<file path="src/rtl/dmem_read_arbiter.sv">
// dmem_read_arbiter: shares the data_mem read port between CPU loads and an AXI-Lite read slave
// with fixed CPU priority and AXI anti-starvation; AXI_ADDR_CHECK_EN adds SLVERR for bad addresses.
module dmem_read_arbiter #(
    parameter int MEM_BYTES    = 4096,
    parameter int STARVE_LIMIT = 4
) (
    input  logic        clk,
    input  logic        rst_n,
    input  logic        cpu_req,
    input  logic [31:0] cpu_addr,
    output logic        cpu_gnt,
    output logic        cpu_rvalid,
    output logic [31:0] cpu_rdata,
    input  logic [31:0] s_axi_araddr,
    input  logic        s_axi_arvalid,
    output logic        s_axi_arready,
    output logic [31:0] s_axi_rdata,
    output logic [1:0]  s_axi_rresp,
    output logic        s_axi_rvalid,
    input  logic        s_axi_rready,
    output logic        mem_en,
    output logic [31:0] mem_addr,
    input  logic [31:0] mem_rdata
);
    localparam int CW = (STARVE_LIMIT > 0) ? $clog2(STARVE_LIMIT + 1) : 1;
    typedef enum logic [1:0] {AX_IDLE, AX_WAIT, AX_READ, AX_RESP} ax_state_t;
    ax_state_t state, state_nx;
    logic [CW-1:0] starve_cnt;
    logic [31:0] ar_addr;
    logic axi_pend, axi_gnt, ar_hs, addr_err;
`ifdef AXI_ADDR_CHECK_EN
    assign addr_err = (|s_axi_araddr[1:0]) || (s_axi_araddr >= 32'(MEM_BYTES));
`else
    assign addr_err = 1'b0;
`endif
    assign cpu_rdata = mem_rdata;
    always_comb begin
        axi_pend      = state == AX_WAIT;
        axi_gnt       = axi_pend && (!cpu_req || starve_cnt == CW'(STARVE_LIMIT));
        cpu_gnt       = cpu_req && !axi_gnt;
        mem_en        = cpu_gnt || axi_gnt;
        mem_addr      = axi_gnt ? ar_addr : cpu_gnt ? cpu_addr : 32'h0;
        s_axi_arready = rst_n && state == AX_IDLE;
        s_axi_rvalid  = state == AX_RESP;
        ar_hs         = s_axi_arvalid && s_axi_arready;
        state_nx      = state;
        case (state)
            AX_IDLE: state_nx = ar_hs ? (addr_err ? AX_RESP : AX_WAIT) : AX_IDLE;
            AX_WAIT: state_nx = axi_gnt ? AX_READ : AX_WAIT;
            AX_READ: state_nx = AX_RESP;
            AX_RESP: state_nx = s_axi_rready ? AX_IDLE : AX_RESP;
            default: state_nx = AX_IDLE;
        endcase
    end
    always_ff @(posedge clk or negedge rst_n)
        if (!rst_n) state <= AX_IDLE;
        else state <= state_nx;
    always_ff @(posedge clk or negedge rst_n) begin
        if (!rst_n) begin
            starve_cnt  <= '0;
            cpu_rvalid  <= 1'b0;
            ar_addr     <= 32'h0;
            s_axi_rdata <= 32'h0;
            s_axi_rresp <= 2'b00;
        end else begin
            cpu_rvalid <= cpu_gnt;
            // count only CPU wins that actually held off a waiting AXI read; saturate at the limit
            starve_cnt <= (!axi_pend || axi_gnt) ? '0 :
                          (cpu_gnt && starve_cnt != CW'(STARVE_LIMIT)) ? starve_cnt + CW'(1) : starve_cnt;
            if (ar_hs) ar_addr <= s_axi_araddr;
            if (ar_hs && addr_err) begin
                s_axi_rdata <= 32'h0;
                s_axi_rresp <= 2'b10;
            end else if (state == AX_READ) begin
                s_axi_rdata <= mem_rdata;
                s_axi_rresp <= 2'b00;
            end
        end
    end
endmodule

</file>
<file path="config.mk">
export PLATFORM = sky130hd
export DESIGN_NAME = dmem_read_arbiter
export DESIGN_NICKNAME = d
export VERILOG_FILES = /design/src/rtl/dmem_read_arbiter.sv
export SDC_FILE = /design/constraint.sdc
export NUM_CORES = 1
export LEC_CHECK = 0
export ABC_CLOCK_PERIOD_IN_PS = 1500
export BUFFER_PORTS_ARGS = -buffer_cell sky130_fd_sc_hd__buf_4
export CORE_MARGIN = 4
export CORE_UTILIZATION = 40
export DETAILED_ROUTE_END_ITERATION = 12
export GPL_TIMING_DRIVEN = 0
export MAX_ROUTING_LAYER = met4
export PLACE_DENSITY = 0.81
export SLEW_MARGIN = 20
export SYNTH_ARGS = -nofsm -noshare
export SYNTH_HDL_FRONTEND = slang
export SYNTH_SLANG_ARGS = --single-unit
</file>
<file path="constraint.sdc">
create_clock -name clk -period 1.5 [get_ports clk]
set_input_delay 0.075 -clock clk [delete_from_list [all_inputs] [get_ports clk]]
set_output_delay 0.075 -clock clk [all_outputs]
set_load 0.01 [all_outputs]
</file>
# Word level (Yosys, flattened, before mapping)
# Cells that the tools add are included.
[word_totals]
register_bits = 70
inputBits = 101
output_inout_bits = 103
elab_cells = 32
[op_classes]
addsub = 1
n_eq_ne = 5
n_mux = 8
reduce_logical = 13
[ops]
columns = ["op", "count"]
rows = [
  ["$mux W32", 2],
  ["$pmux W2 S4", 1],
  ["$mux W3", 2],
  ["$logic_and A1 B1 Y1", 5],
  ["$eq A2 B2 Y1 const B", 2],
  ["$mux W2", 2],
  ["$add A3 B1 Y3 const B", 1],
  ["$eq A3 B3 Y1 const B", 1],
  ["$logic_not A1 Y1", 3],
  ["$logic_or A1 B1 Y1", 3],
  ["$ne A3 B3 Y1 const B", 1],
  ["$eq A2 B1 Y1 const B", 1],
  ["$logic_not A2 Y1", 1],
  ["$reduce_bool A2 Y1", 1],
  ["$mux W1", 1],
]

# Depth between registers and ports, before layout
# Gate-level depths: netlist of the first run.
[logic_depth]
ltp_word = 8
depth_mapped = 6
depth_no_buf = 4

# Worst setup path before layout of the first run
# No wires, ideal clock.
[synth_path]
path_type = "reg2reg"
startpoint = "register state[1]"
endpoint = "register ar_addr[22]"
setup_ns = 0.127
arrival_ns = 1.279
required_ns = 1.373
path_slack_ns = 0.094
stages_incl_launch_ff = 5
path_buffers = 2
synth_period_minus_slack_ns = 1.406
path_cell_list = "dfrtp_1 > nor4bb_1 > buf_4 > buf_6 > mux2_1"
[synth_via]
elab_chain_cells = 3
[synth_lines]
columns = ["element", "line_no", "source"]
rows = [
  ["from (decl)", "27", "ax_state_t state, state_nx;"],
  ["from (signal assigned)", "57", "else state <= state_nx;"],
  ["$logic_not A2 Y1", "43", "s_axi_arready = rst_n && state == AX_IDLE;"],
  ["$logic_and A1 B1 Y1", "43", ""],
  ["$logic_and A1 B1 Y1", "45", "ar_hs = s_axi_arvalid && s_axi_arready;"],
  ["to (signal assigned)", "70", "if (ar_hs) ar_addr <= s_axi_araddr;"],
  ["to (decl)", "29", "logic [31:0] ar_addr;"],
]
# No other way between the ends.
# A chain may end at the register's enable or synchronous reset.

# Final worst setup path of the first run
[layout_path]
startpoint = "register starve_cnt[0]"
endpoint = "output port mem_addr[18]"
[layout_via]
elab_chain_cells = 7
[layout_lines]
columns = ["element", "line_no", "source"]
rows = [
  ["from (decl)", "28", "logic [CW-1:0] starve_cnt;"],
  ["from (signal assigned)", "68", "starve_cnt <= (!axi_pend || axi_gnt) ? '0 :"],
  ["$eq A3 B3 Y1 *", "39", "axi_gnt = axi_pend && (!cpu_req || starve_cnt == CW'(STARVE_LIMIT));"],
  ["$logic_or A1 B1 Y1 *", "39", ""],
  ["$logic_and A1 B1 Y1 *", "39", ""],
  ["$logic_not A1 Y1", "40", "cpu_gnt = cpu_req && !axi_gnt;"],
  ["$logic_and A1 B1 Y1", "40", ""],
  ["$mux W32", "42", "mem_addr = axi_gnt ? ar_addr : cpu_gnt ? cpu_addr : 32'h0;"],
  ["$mux W32 *", "42", ""],
  ["to (decl)", "22", "output logic [31:0] mem_addr,"],
]
# Mark *: on every way between the ends. The rest lies on a longest branch, timed or not.

==> results of run 1 <==
-- stage by stage --
stage / hold WS (ps) / total power [mW] / util [%]
floorplan: -221 / 5.46 / -
global placement: 250 / 7.16 / 59.9
detailed placement: 259 / 7.37 / 59.9
CTS: -248 / 10.1 / 76.3
global route: -233 / 11.2 / 79.3
finish: -281 / 10.7 / 79.3
-- placed cells by master, fill, tap and decap left out, types with 2 or more instances in the layout --
| cell type | count |
|---|---|
| o22ai_2 | 26 |
| clkinvlp_4 | 2 |
| buf_2 | 3 |
| clkbuf_16 | 2 |
| clkbuf_8 | 9 |
| buf_12 | 3 |
| clkbuf_2 | 2 |
| nand3b_1 | 32 |
| o22ai_4 | 2 |
| dlygate4sd3_1 | 64 |
| inv_2 | 2 |
| dfrtp_2 | 2 |
| nand2b_4 | 2 |
| clkbuf_1 | 5 |
| dfrtp_1 | 68 |
| buf_4 | 241 |
| mux2_4 | 32 |
| buf_16 | 2 |
| and3_1 | 3 |
| bufinv_16 | 2 |
| nand2_1 | 33 |
| buf_8 | 10 |
| o22ai_1 | 4 |
| conb_1 | 2 |
| buf_6 | 20 |
| mux2_2 | 5 |
| mux2_1 | 27 |
-- final cells by class --
cell class	count	area, µm²	share of cell area (%)
timing repair buffer	290	2510	36.1
sequential	70	1750	25.2
clock inverter	5	83.8	1.21
multi-input combinational	181	1810	26.1
inverter	2	7.51	0.108
clock buffer	11	131	1.89
tap	108	135	1.94
buffer	60	517	7.43
-- worst paths after layout --
| path | from | end | slack (ps) | cells after the start |
|---|---|---|---|---|
| setup / recovery | starve_cnt[0] | mem_addr[18] | -360 | 6 |
| max in group asynchronous | rst_n | state[0] | 1290 | 1 |
| hold reg to reg | s_axi_rdata[31] | s_axi_rdata[31] | 500 | 1 |
| hold / removal | rst_n | s_axi_rdata[12] | -280 | 1 |
| min in group clk | s_axi_rready | state[1] | 30 | 3 |
| setup reg to reg | state[1] | ar_addr[17] | -200 | 6 |
-- worst register-to-register path, cell delays in order, from the launching register on --
cell and delay [ps]:
dfrtp_2 460, buf_6 140, nor4bb_4 260, buf_6 180
buf_12 120, buf_8 130, mux2_4 310
-- power groups by stage --
stage / Clock [mW] / Combinational, mW / Sequential [mW]
6_report: 1.69 / 5.59 / 3.40
5_1_grt: 1.80 / 5.90 / 3.50
4_1_cts: 1.71 / 5.08 / 3.34
3_5_place_dp: 0 / 4.03 / 3.34
3_3_place_gp: 0 / 3.91 / 3.25
2_1_floorplan: 0 / 2.02 / 3.44
-- metal layers --
metal | vias to the layer above | routed length [µm] | GRT usage [%]
met3 | 46 | 833 | 3.86
met2 | 170 | 8240 | 50.9
met1 | 1851 | 5070 | 27.9
li1 | 1667 | - | -
met4 | 0 | 510 | 11.2
met5 | - | 0 | -
-- sequential cells by signal, indices dropped and copies added (netlist names) --
signal,cells
ar_addr,32
cpu_rvalid,1
s_axi_rdata,32
starve_cnt,3
state,2
-- timing repair --
item                                   in CTS  in global routing
endpoints found under the hold margin     134                 70
gates resized for setup                    98                 42
pin swaps                                  22                 10
setup endpoints to repair                  68                 99
setup buffers                              12                  7
cloned                                      6                  2
-- cell families (layout without fill, tap and decap cells) --
family | count (synthesis) | count (layout) | share of synthesized area (%)
multiplexers | 64 | 64 | 20.0
buffers and inverters | 63 | 368 | 11.6
XOR/XNOR | 1 | 1 | 0.243
adder cells (fa/ha/maj) | 2 | 2 | 0.694
other | 1 | 2 | 0.104
AND/OR/NAND/NOR | 77 | 77 | 12.4
flip-flops | 70 | 70 | 48.6
AO/OA/AOI/OAI | 35 | 35 | 6.38
==> load_flow_metrics.sql, run 1 <==
INSERT INTO impl_metrics (metric_group, metric, value, unit) VALUES
('logic_synthesis', 'post_synth_inst_count', '313', ''),
('power', 'comb_power_share', '52.3', '%'),
('run_status', 'violations_in_the_final_reports', 'hold timing, setup timing', ''),
('route', 'wl_per_cell', '20.2', 'µm'),
('grt', 'grt_antenna_before_repair', '0', ''),
('place', 'gp_congestion', '0.765', ''),
('logic_synthesis', 'syn_avg_cell_area', '11.5', 'µm²'),
('route', 'via_per_inst', '5.14', ''),
('worst_setup_path', 'cells_along_the_critical_path', 'inv_2 > ha_4 > and4b_4 > buf_6 > o22ai_2 > buf_4', ''),
('worst_setup_path', 'worst_path_max_stage_delay', '400', 'ps'),
('power', 'powerDensity', '1540', 'nW/µm²'),
('cells_and_area', 'finish.cell_count_without_fillers', '727', ''),
('logic_synthesis', 'seq_area_frac_synth', '48.6', '%'),
('floorplan', 'core-area', '8760', 'µm²'),
('place', 'numPortBuffers', '200', ''),
('worst_setup_path', 'worstSetupPathType', 'flip-flop to output port', ''),
('worst_setup_path', 'cp.required', '1420', 'ps'),
('clock_network', 'cts_sinks', '70', ''),
('clock_network', 'tritoncts_clock_tree', 'built', ''),
('grt', 'grt_pass1_wl', '21.1', 'mm'),
('cells_and_area', 'insertedDiodeCount', '0', ''),
('route', 'drt_iter0_drc', '129', ''),
('power', 'power_internal', '7.10', 'mW'),
('place', 'post-place-cells', '622', ''),
('worst_setup_path', 'cp_top_family', 'buffers and inverters', ''),
('cells_and_area', 'flow.area_growth_from_synthesis', '92.8', '%'),
('worst_setup_path', 'data_arrival_time_of_the_critical_path', '1790', 'ps'),
('cells_and_area', 'layout-drive-gt1-share', '60.6', '%'),
('power', 'peakVddDrop', '802', 'µV'),
('timing', 'worst_slew_pin_slew', '668', 'ps'),
('power', 'sw_ratio', '33.6', '%'),
('power', 'static-leakage-power', '3.34', 'nW'),
('clock_network', 'clock-root-buffer', 'clkbuf_8', ''),
('logic_synthesis', 'synth-warning-count', '0', ''),
('timing', 'final.hold.worst_slack', '-281', 'ps'),
('floorplan', 'top_level_ports', '204', ''),
('route', 'drcViolationCount', '0', ''),
('floorplan', 'die-height', '103', 'µm'),
('place', 'place_worst_setup_slack', '-586', 'ps'),
('route', 'count_of_vias_placed_by_the_detailed_router', '3734', ''),
('worst_setup_path', 'end_kind', 'output port', ''),
('power', 'total_switching_power', '3.59', 'mW'),
('logic_synthesis', 'yosys-top-cells-count', 'dfrtp_1, mux2_1, buf_4', ''),
('worst_setup_path', 'timing.critical_path.fanout_max', '8', ''),
('logic_synthesis', 'netlist.area_leader.share', '48.6', '%'),
('logic_synthesis', 'count_leader_synth', 'dfrtp_1', ''),
('logic_synthesis', 'ys_ff_latch', '70', ''),
('power', 'power.sequential.fraction', '31.9', '%'),
('timing', 'fin_worst_skew', '13.1', 'ps'),
('grt', 'grt_usage', '27.1', '%'),
('job', 'max_cap_violations', '0', ''),
('timing', 'count_of_final_hold_check_violations', '70', ''),
('logic_synthesis', 'synthesis.area', '3610', 'µm²'),
('clock_network', 'cts-root-to-sink-buffers', '2', ''),
('place', 'place_hpwl', '8.19', 'mm'),
('route', 'drt_pre_antenna_iters', '4', ''),
('timing', 'timing.setup.tns', '-16100', 'ps'),
('floorplan', 'fp.dieArea', '10600', 'µm²'),
('floorplan', 'placementRows', '34', ''),
('timing', 'finalWorstSetupSlack', '-363', 'ps'),
('timing', 'final-setup-viol-count', '66', ''),
('clock_network', 'cts-htree-levels', '3', ''),
('logic_synthesis', 'synth_area_leaders', 'dfrtp_1, mux2_1, buf_4', ''),
('power', 'clock_power_share', '15.8', '%'),
('floorplan', 'die_w', '103', 'µm'),
('grt', 'maximum_number_of_pins_on_one_net_before_global_route_repair', '73', ''),
('logic_synthesis', 'synth_ff_type', 'dfrtp_1', ''),
('floorplan', 'floorplan.initialDensity', '41.2', '%'),
('grt', 'grt_remaining_overflow', '0', ''),
('run_status', 'outcome', 'complete, but fails checks', ''),
('route', 'drt.antenna.violating_nets', '0', '');
(Power assumes the default switching activity.)
==> run 2, diff against run 1 <==
--- a/config.mk
+++ b/config.mk
@@ -12,7 +12,7 @@
 export DETAILED_ROUTE_END_ITERATION = 12
 export GPL_TIMING_DRIVEN = 0
 export MAX_ROUTING_LAYER = met4
-export PLACE_DENSITY = 0.81
+export PLACE_DENSITY = 0.86
 export SLEW_MARGIN = 20
 export SYNTH_ARGS = -nofsm -noshare
 export SYNTH_HDL_FRONTEND = slang
==> load_flow_metrics.sql, run 2 (synthesis gave the netlist of run 1 again) <==
INSERT INTO impl_metrics (metric_group, metric, value, unit) VALUES
('run_status', 'outcome', 'complete, but fails checks', ''),
('run_status', 'violations_in_the_final_reports', 'hold timing, setup timing', ''),
('grt', 'grt_antenna_before_repair', '0', ''),
('power', 'fin_total_pwr', '10.7', 'mW'),
('route', 'wl_per_cell', '19.1', 'µm'),
('timing', 'finalWorstSetupSlack', '-389', 'ps'),
('floorplan', 'floorplan.initialDensity', '41.2', '%'),
('clock_network', 'cts-root-to-sink-buffers', '2', ''),
('cells_and_area', 'biggestRegsByFlops', 'ar_addr (32), s_axi_rdata (32), starve_cnt (3)', ''),
('cells_and_area', 'final_cell_mix', 'buf_4, dfrtp_1, dlygate4sd3_1, nand2_1', ''),
('route', 'via_per_inst', '5.07', ''),
('timing', 'worst_slew_pin_slew', '655', 'ps'),
('floorplan', 'core-area', '8760', 'µm²'),
('grt', 'grt_pass1_wl', '20.1', 'mm'),
('worst_setup_path', 'worst_path_max_stage_delay', '410', 'ps'),
('grt', 'grt_use_met2', '45.9', '%'),
('clock_network', 'worst_setup_hold_path_clk_slew', '90', 'ps'),
('clock_network', 'clock-root-buffer', 'clkbuf_8', ''),
('route', 'count_of_vias_placed_by_the_detailed_router', '3677', ''),
('worst_setup_path', 'crit_path_frequent_cell', 'buf_4', ''),
('grt', 'first_global_vias', '4026', ''),
('timing', 'timing.slew.headroom', '56.3', '%'),
('route', 'finalWirelength', '13.8', 'mm'),
('cells_and_area', 'most_common_cell_after_layout_fill_and_taps_aside', 'buf_4', ''),
('grt', 'busiest_layer', 'met2', ''),
('floorplan', 'die_w', '103', 'µm'),
('route', 'drcViolationCount', '0', ''),
('route', 'drt_iter0_drc', '123', ''),
('floorplan', 'placementRows', '34', ''),
('worst_setup_path', 'cp.buffers_inverters', '3', ''),
('timing', 'maxSlewViolCount', '0', ''),
('clock_network', 'clk-insertion-delay-late', '340', 'ps'),
('worst_setup_path', 'cp_top_family', 'buffers and inverters', ''),
('grt', 'global_route.usage.met3', '4.19', '%'),
('worst_setup_path', 'timing.critical_path.fanout_max', '8', ''),
('route', 'drt.antenna.violating_nets', '0', ''),
('clock_network', 'holdBufCountCts', '64', ''),
('worst_setup_path', 'worstSetupPathType', 'flip-flop to output port', ''),
('cells_and_area', 'num-fill-cells', '503', ''),
('place', 'gp_congestion', '0.761', ''),
('power', 'powerDensity', '1550', 'nW/µm²'),
('grt', 'grt_remaining_overflow', '0', ''),
('worst_setup_path', 'cells_along_the_critical_path', 'inv_2 > ha_4 > and4b_4 > buf_4 > o22ai_1 > buf_4', ''),
('floorplan', 'top_level_ports', '204', ''),
('cells_and_area', 'flow.area_growth_from_synthesis', '91.7', '%'),
('place', 'numPortBuffers', '200', ''),
('cells_and_area', 'final_net_count', '715', ''),
('worst_setup_path', 'cpMaxStageDelayCell', 'dfrtp_1', ''),
('timing', 'final.min_clock_period', '1890', 'ps'),
('timing', 'count_of_final_hold_check_violations', '70', ''),
('place', 'place_hpwl', '7.67', 'mm'),
('worst_setup_path', 'data_arrival_time_of_the_critical_path', '1810', 'ps'),
('floorplan', 'fp.dieArea', '10600', 'µm²'),
('cells_and_area', 'final_core_utilization', '78.9', '%'),
('timing', 'timing.setup.tns', '-17320', 'ps'),
('timing', 'final.period_utilization', '126', '%'),
('grt', 'met1_usage', '28.1', '%'),
('timing', 'final.hold.worst_slack', '-275', 'ps'),
('worst_setup_path', 'end_kind', 'output port', ''),
('power', 'peakVddDrop', '855', 'µV'),
('clock_network', 'cts_inserted_buffers', '9', ''),
('cells_and_area', 'layout-drive-gt1-share', '60.0', '%'),
('place', 'post-place-cells', '622', ''),
('timing', 'rsz0062_at_grt', 'true', ''),
('grt', 'maximum_number_of_pins_on_one_net_before_global_route_repair', '73', ''),
('timing', 'final-setup-viol-count', '66', ''),
('clock_network', 'tritoncts_clock_tree', 'built', ''),
('floorplan', 'die-height', '103', 'µm'),
('job', 'max_cap_violations', '0', ''),
('timing', 'fmax', '529', 'MHz'),
('clock_network', 'cts_sinks', '70', ''),
('worst_setup_path', 'cp.required', '1420', 'ps'),
('clock_network', 'cts-htree-levels', '3', ''),
('cells_and_area', 'insertedDiodeCount', '0', ''),
('worst_setup_path', 'start_kind', 'flip-flop', ''),
('power', 'static-leakage-power', '3.33', 'nW'),
('grt', 'grt_usage', '25.2', '%'),
('worst_hold_path', 'timing.hold.worst.class', 'input port to asynchronous set/reset pin', ''),
('route', 'drt_pre_antenna_iters', '4', ''),
('timing', 'fin_worst_skew', '8.85', 'ps'),
('cells_and_area', 'finish.cell_count_without_fillers', '725', '');
## run 2: through the flow
step | cell area, µm² | setup WS [ps]
after global placement | 5250 | -508
after detailed placement | 5250 | -588
after floorplan | 3610 | 93.8
after CTS | 6740 | -296
final | 6920 | -389
after global routing | 6920 | -439
## run 2: layout make-up
class                           count  area (µm²)  share of cell area, %
Timing Repair Buffer              291        2490                   36.0
Clock buffer                       11         141                   2.04
Multi-Input combinational cell    181        1790                   25.9
Inverter                            2        7.51                  0.109
Buffer                             57         487                   7.04
Sequential cell                    70        1750                   25.4
Clock inverter                      5         106                   1.54
Tap cell                          108         135                   1.95
## run 2: metal layers
| metal | wire length, µm | vias up |
|---|---|---|
| met5 | 0 | - |
| met1 | 5100 | 1823 |
| li1 | - | 1662 |
| met2 | 7670 | 157 |
| met4 | 417 | 0 |
| met3 | 653 | 35 |
## run 2: what timing repair did
action / in CTS / in global routing
buffers inserted: 13 / 10
pin swaps: 18 / 10
hold endpoints to repair: 134 / 70
gates cloned: 6 / 0
setup endpoints to repair: 91 / 69
resized for setup: 98 / 36
## run 2: worst paths after layout
path	startpoint	end	slack [ps]	cells past startpoint
setup / recovery	starve_cnt[0]	mem_addr[31]	-390	6
hold / removal	rst_n	ar_addr[12]	-270	1
setup reg to reg	state[1]	ar_addr[29]	-220	6
hold reg to reg	s_axi_rdata[5]	s_axi_rdata[5]	500	1
max in group asynchronous	rst_n	state[1]	1270	1
min in group clk	s_axi_rready	state[1]	20	3
## run 2: power by group
group / internal [mW] / switching, mW / leakage (nW)
Clock: 1.15 / 0.739 / 0.120
Combinational: 3.24 / 2.17 / 2.38
Sequential: 2.83 / 0.575 / 0.829
==> run 3, diff against run 2 <==
--- a/config.mk
+++ b/config.mk
@@ -7,8 +7,10 @@
 export LEC_CHECK = 0
 export ABC_CLOCK_PERIOD_IN_PS = 1500
 export BUFFER_PORTS_ARGS = -buffer_cell sky130_fd_sc_hd__buf_4
+export CORE_ASPECT_RATIO = 1.2
 export CORE_MARGIN = 4
 export CORE_UTILIZATION = 40
+export CTS_CLUSTER_SIZE = 25
 export DETAILED_ROUTE_END_ITERATION = 12
 export GPL_TIMING_DRIVEN = 0
 export MAX_ROUTING_LAYER = met4
==> load_flow_metrics.sql, run 3 (synthesis gave the netlist of run 1 again) <==
INSERT INTO impl_metrics (metric_group, metric, value, unit) VALUES
('run_status', 'outcome', 'complete, but fails checks', ''),
('run_status', 'violations_in_the_final_reports', 'hold timing, setup timing', ''),
('clock_network', 'clk-insertion-delay-late', '340', 'ps'),
('timing', 'timing.slew.headroom', '55.8', '%'),
('power', 'static-leakage-power', '3.24', 'nW'),
('cells_and_area', 'num-fill-cells', '552', ''),
('route', 'drcViolationCount', '0', ''),
('place', 'numPortBuffers', '200', ''),
('timing', 'rsz0062_at_grt', 'true', ''),
('clock_network', 'clock-root-buffer', 'clkbuf_8', ''),
('floorplan', 'placementRows', '37', ''),
('clock_network', 'worst_setup_hold_path_clk_slew', '70', 'ps'),
('timing', 'fin_worst_skew', '7.60', 'ps'),
('cells_and_area', 'finalInstanceArea', '6700', 'µm²'),
('place', 'placedInstanceArea', '5260', 'µm²'),
('route', 'finalWirelength', '13.2', 'mm'),
('clock_network', 'holdBufCountCts', '64', ''),
('worst_setup_path', 'end_kind', 'output port', ''),
('place', 'place_hpwl', '8.01', 'mm'),
('route', 'wl_per_cell', '18.1', 'µm'),
('worst_setup_path', 'worstSetupPathType', 'flip-flop to output port', ''),
('cells_and_area', 'final_core_utilization', '76.9', '%'),
('floorplan', 'top_level_ports', '204', ''),
('power', 'clock_power_share', '16.6', '%'),
('cells_and_area', 'final_cell_mix', 'buf_4, dfrtp_1, dlygate4sd3_1, nand2_1, nand3b_1', ''),
('floorplan', 'fp.dieArea', '10600', 'µm²'),
('cells_and_area', 'layout-drive-gt1-share', '57.9', '%'),
('power', 'power_internal', '6.81', 'mW'),
('grt', 'grt_antenna_before_repair', '0', ''),
('place', 'place_worst_setup_slack', '-551', 'ps'),
('timing', 'fmax', '544', 'MHz'),
('worst_setup_path', 'timing.critical_path.fanout_max', '8', ''),
('timing', 'worst_slew_pin_slew', '662', 'ps'),
('place', 'post-place-cells', '631', ''),
('cells_and_area', 'insertedDiodeCount', '0', ''),
('route', 'count_of_vias_placed_by_the_detailed_router', '3626', ''),
('power', 'powerDensity', '1510', 'nW/µm²'),
('worst_setup_path', 'reg2reg_depth', '5', ''),
('route', 'drt_pre_antenna_iters', '6', ''),
('power', 'peakVddDrop', '995', 'µV'),
('clock_network', 'cts-root-to-sink-buffers', '2', ''),
('cells_and_area', 'biggestRegsByFlops', 'ar_addr (32), s_axi_rdata (32), starve_cnt (3)', ''),
('floorplan', 'die-height', '112', 'µm'),
('cells_and_area', 'flow.area_growth_from_synthesis', '85.6', '%'),
('clock_network', 'cts_inserted_buffers', '9', ''),
('timing', 'final.period_utilization', '123', '%'),
('power', 'total_switching_power', '3.32', 'mW'),
('worst_setup_path', 'data_arrival_time_of_the_critical_path', '1760', 'ps'),
('worst_setup_path', 'start_kind', 'flip-flop', ''),
('power', 'sw_ratio', '32.8', '%'),
('timing', 'timing.setup.tns', '-15890', 'ps'),
('cells_and_area', 'most_common_cell_after_layout_fill_and_taps_aside', 'buf_4', ''),
('timing', 'final.hold.worst_slack', '-283', 'ps'),
('route', 'drt_iter0_drc', '158', ''),
('grt', 'first_global_vias', '3878', ''),
('timing', 'count_of_final_hold_check_violations', '70', ''),
('timing', 'final.min_clock_period', '1840', 'ps'),
('grt', 'grt_usage', '23.1', '%'),
('clock_network', 'cts_sinks', '70', ''),
('cells_and_area', 'multiInputGateArea', '1740', 'µm²'),
('job', 'max_cap_violations', '0', ''),
('power', 'power.sequential.fraction', '33.4', '%'),
('route', 'drt.antenna.violating_nets', '0', ''),
('power', 'comb_power_share', '50.0', '%'),
('grt', 'maximum_number_of_pins_on_one_net_before_global_route_repair', '73', ''),
('worst_setup_path', 'critical_path.reg2reg.endpoint', 'ar_addr[27]', ''),
('grt', 'grt_remaining_overflow', '0', ''),
('floorplan', 'core-area', '8700', 'µm²'),
('cells_and_area', 'final_net_count', '709', ''),
('route', 'via_per_inst', '4.98', ''),
('timing', 'maxSlewViolCount', '0', ''),
('worst_setup_path', 'timing.reg2reg.setup_slack', '-220', 'ps'),
('cells_and_area', 'layout.area.seq', '1750', 'µm²'),
('grt', 'grt_pass1_wl', '18.6', 'mm'),
('worst_setup_path', 'reg2reg_from', 'state[1]', ''),
('floorplan', 'floorplan.initialDensity', '41.4', '%'),
('cells_and_area', 'finish.cell_count_without_fillers', '728', ''),
('place', 'gp_congestion', '0.765', ''),
('floorplan', 'die_w', '94.7', 'µm'),
('clock_network', 'tritoncts_clock_tree', 'built', ''),
('clock_network', 'cts-htree-levels', '3', ''),
('timing', 'final-setup-viol-count', '65', ''),
('worst_hold_path', 'timing.hold.worst.class', 'input port to asynchronous set/reset pin', ''),
('worst_setup_path', 'cp.required', '1420', 'ps'),
('timing', 'finalWorstSetupSlack', '-338', 'ps');
run 3: cell count changes in the layout (fill, tap and decap cells not counted), sizes merged:
cell / before / now
bufinv: 3 / 2
buf: 279 / 270
clkinvlp: 1 / 0
clkbuf: 16 / 20
clkinv: 1 / 2
run 3: power groups by stage:
stage / Clock [mW] / Sequential [mW] / Combinational [mW]
2_1_floorplan: 0 / 3.44 / 2.02
6_report: 1.68 / 3.38 / 5.06
3_3_place_gp: 0 / 3.27 / 3.86
4_1_cts: 1.71 / 3.31 / 4.34
3_5_place_dp: 0 / 3.34 / 3.97
5_1_grt: 1.80 / 3.47 / 5.38
run 3: worst max-delay path by stage:
stage | slack, ps | startpoint | endpoint
after floorplan | 90 | state[1] | ar_addr[22]
final | -340 | starve_cnt[0] | mem_addr[13]
after global placement | -500 | rst_n | ar_addr[27]
after global routing | -400 | starve_cnt[0] | mem_addr[13]
after detailed placement | -550 | rst_n | ar_addr[27]
after CTS | -310 | starve_cnt[1] | mem_addr[28]
run 3: cell type report:
type                            instances  share of cell area (%)
Buffer                                 59                    7.05
Timing Repair Buffer                  283                    35.3
Multi-Input combinational cell        181                    26.0
Inverter                                2                   0.112
Sequential cell                        70                    26.2
Clock inverter                          4                    1.05
Tap cell                              117                    2.19
Clock buffer                           12                    2.17
run 3: worst max-delay path, stage by stage (launching register included):
cell and delay, ps:
dfrtp_1 410, inv_2 80, ha_4 140, and4b_4 350, buf_6 160, o22ai_1 110
buf_4 160
run 3: metrics by stage:
stage          hold WS (ps)  power [mW]
3_3_place_gp            248        7.13
6_report               -283        10.1
2_1_floorplan          -221        5.46
4_1_cts                -241        9.36
5_1_grt                -228        10.6
3_5_place_dp            260        7.30
run 3: layer usage:
layer	global-route usage (%)	wire, µm	vias to the layer above
met3	4.69	745	24
met4	7.41	272	0
met2	44.3	7410	160
met5	-	0	-
met1	22.5	4740	1795
li1	-	-	1647
run 3: timing repair:
item                                    CTS  global route
endpoints found under the hold margin   134            70
gates cloned                              3             5
pin swaps                                17             6
buffers inserted                          4             7
endpoints found under the setup margin   98            69
gates resized for setup                  55            52
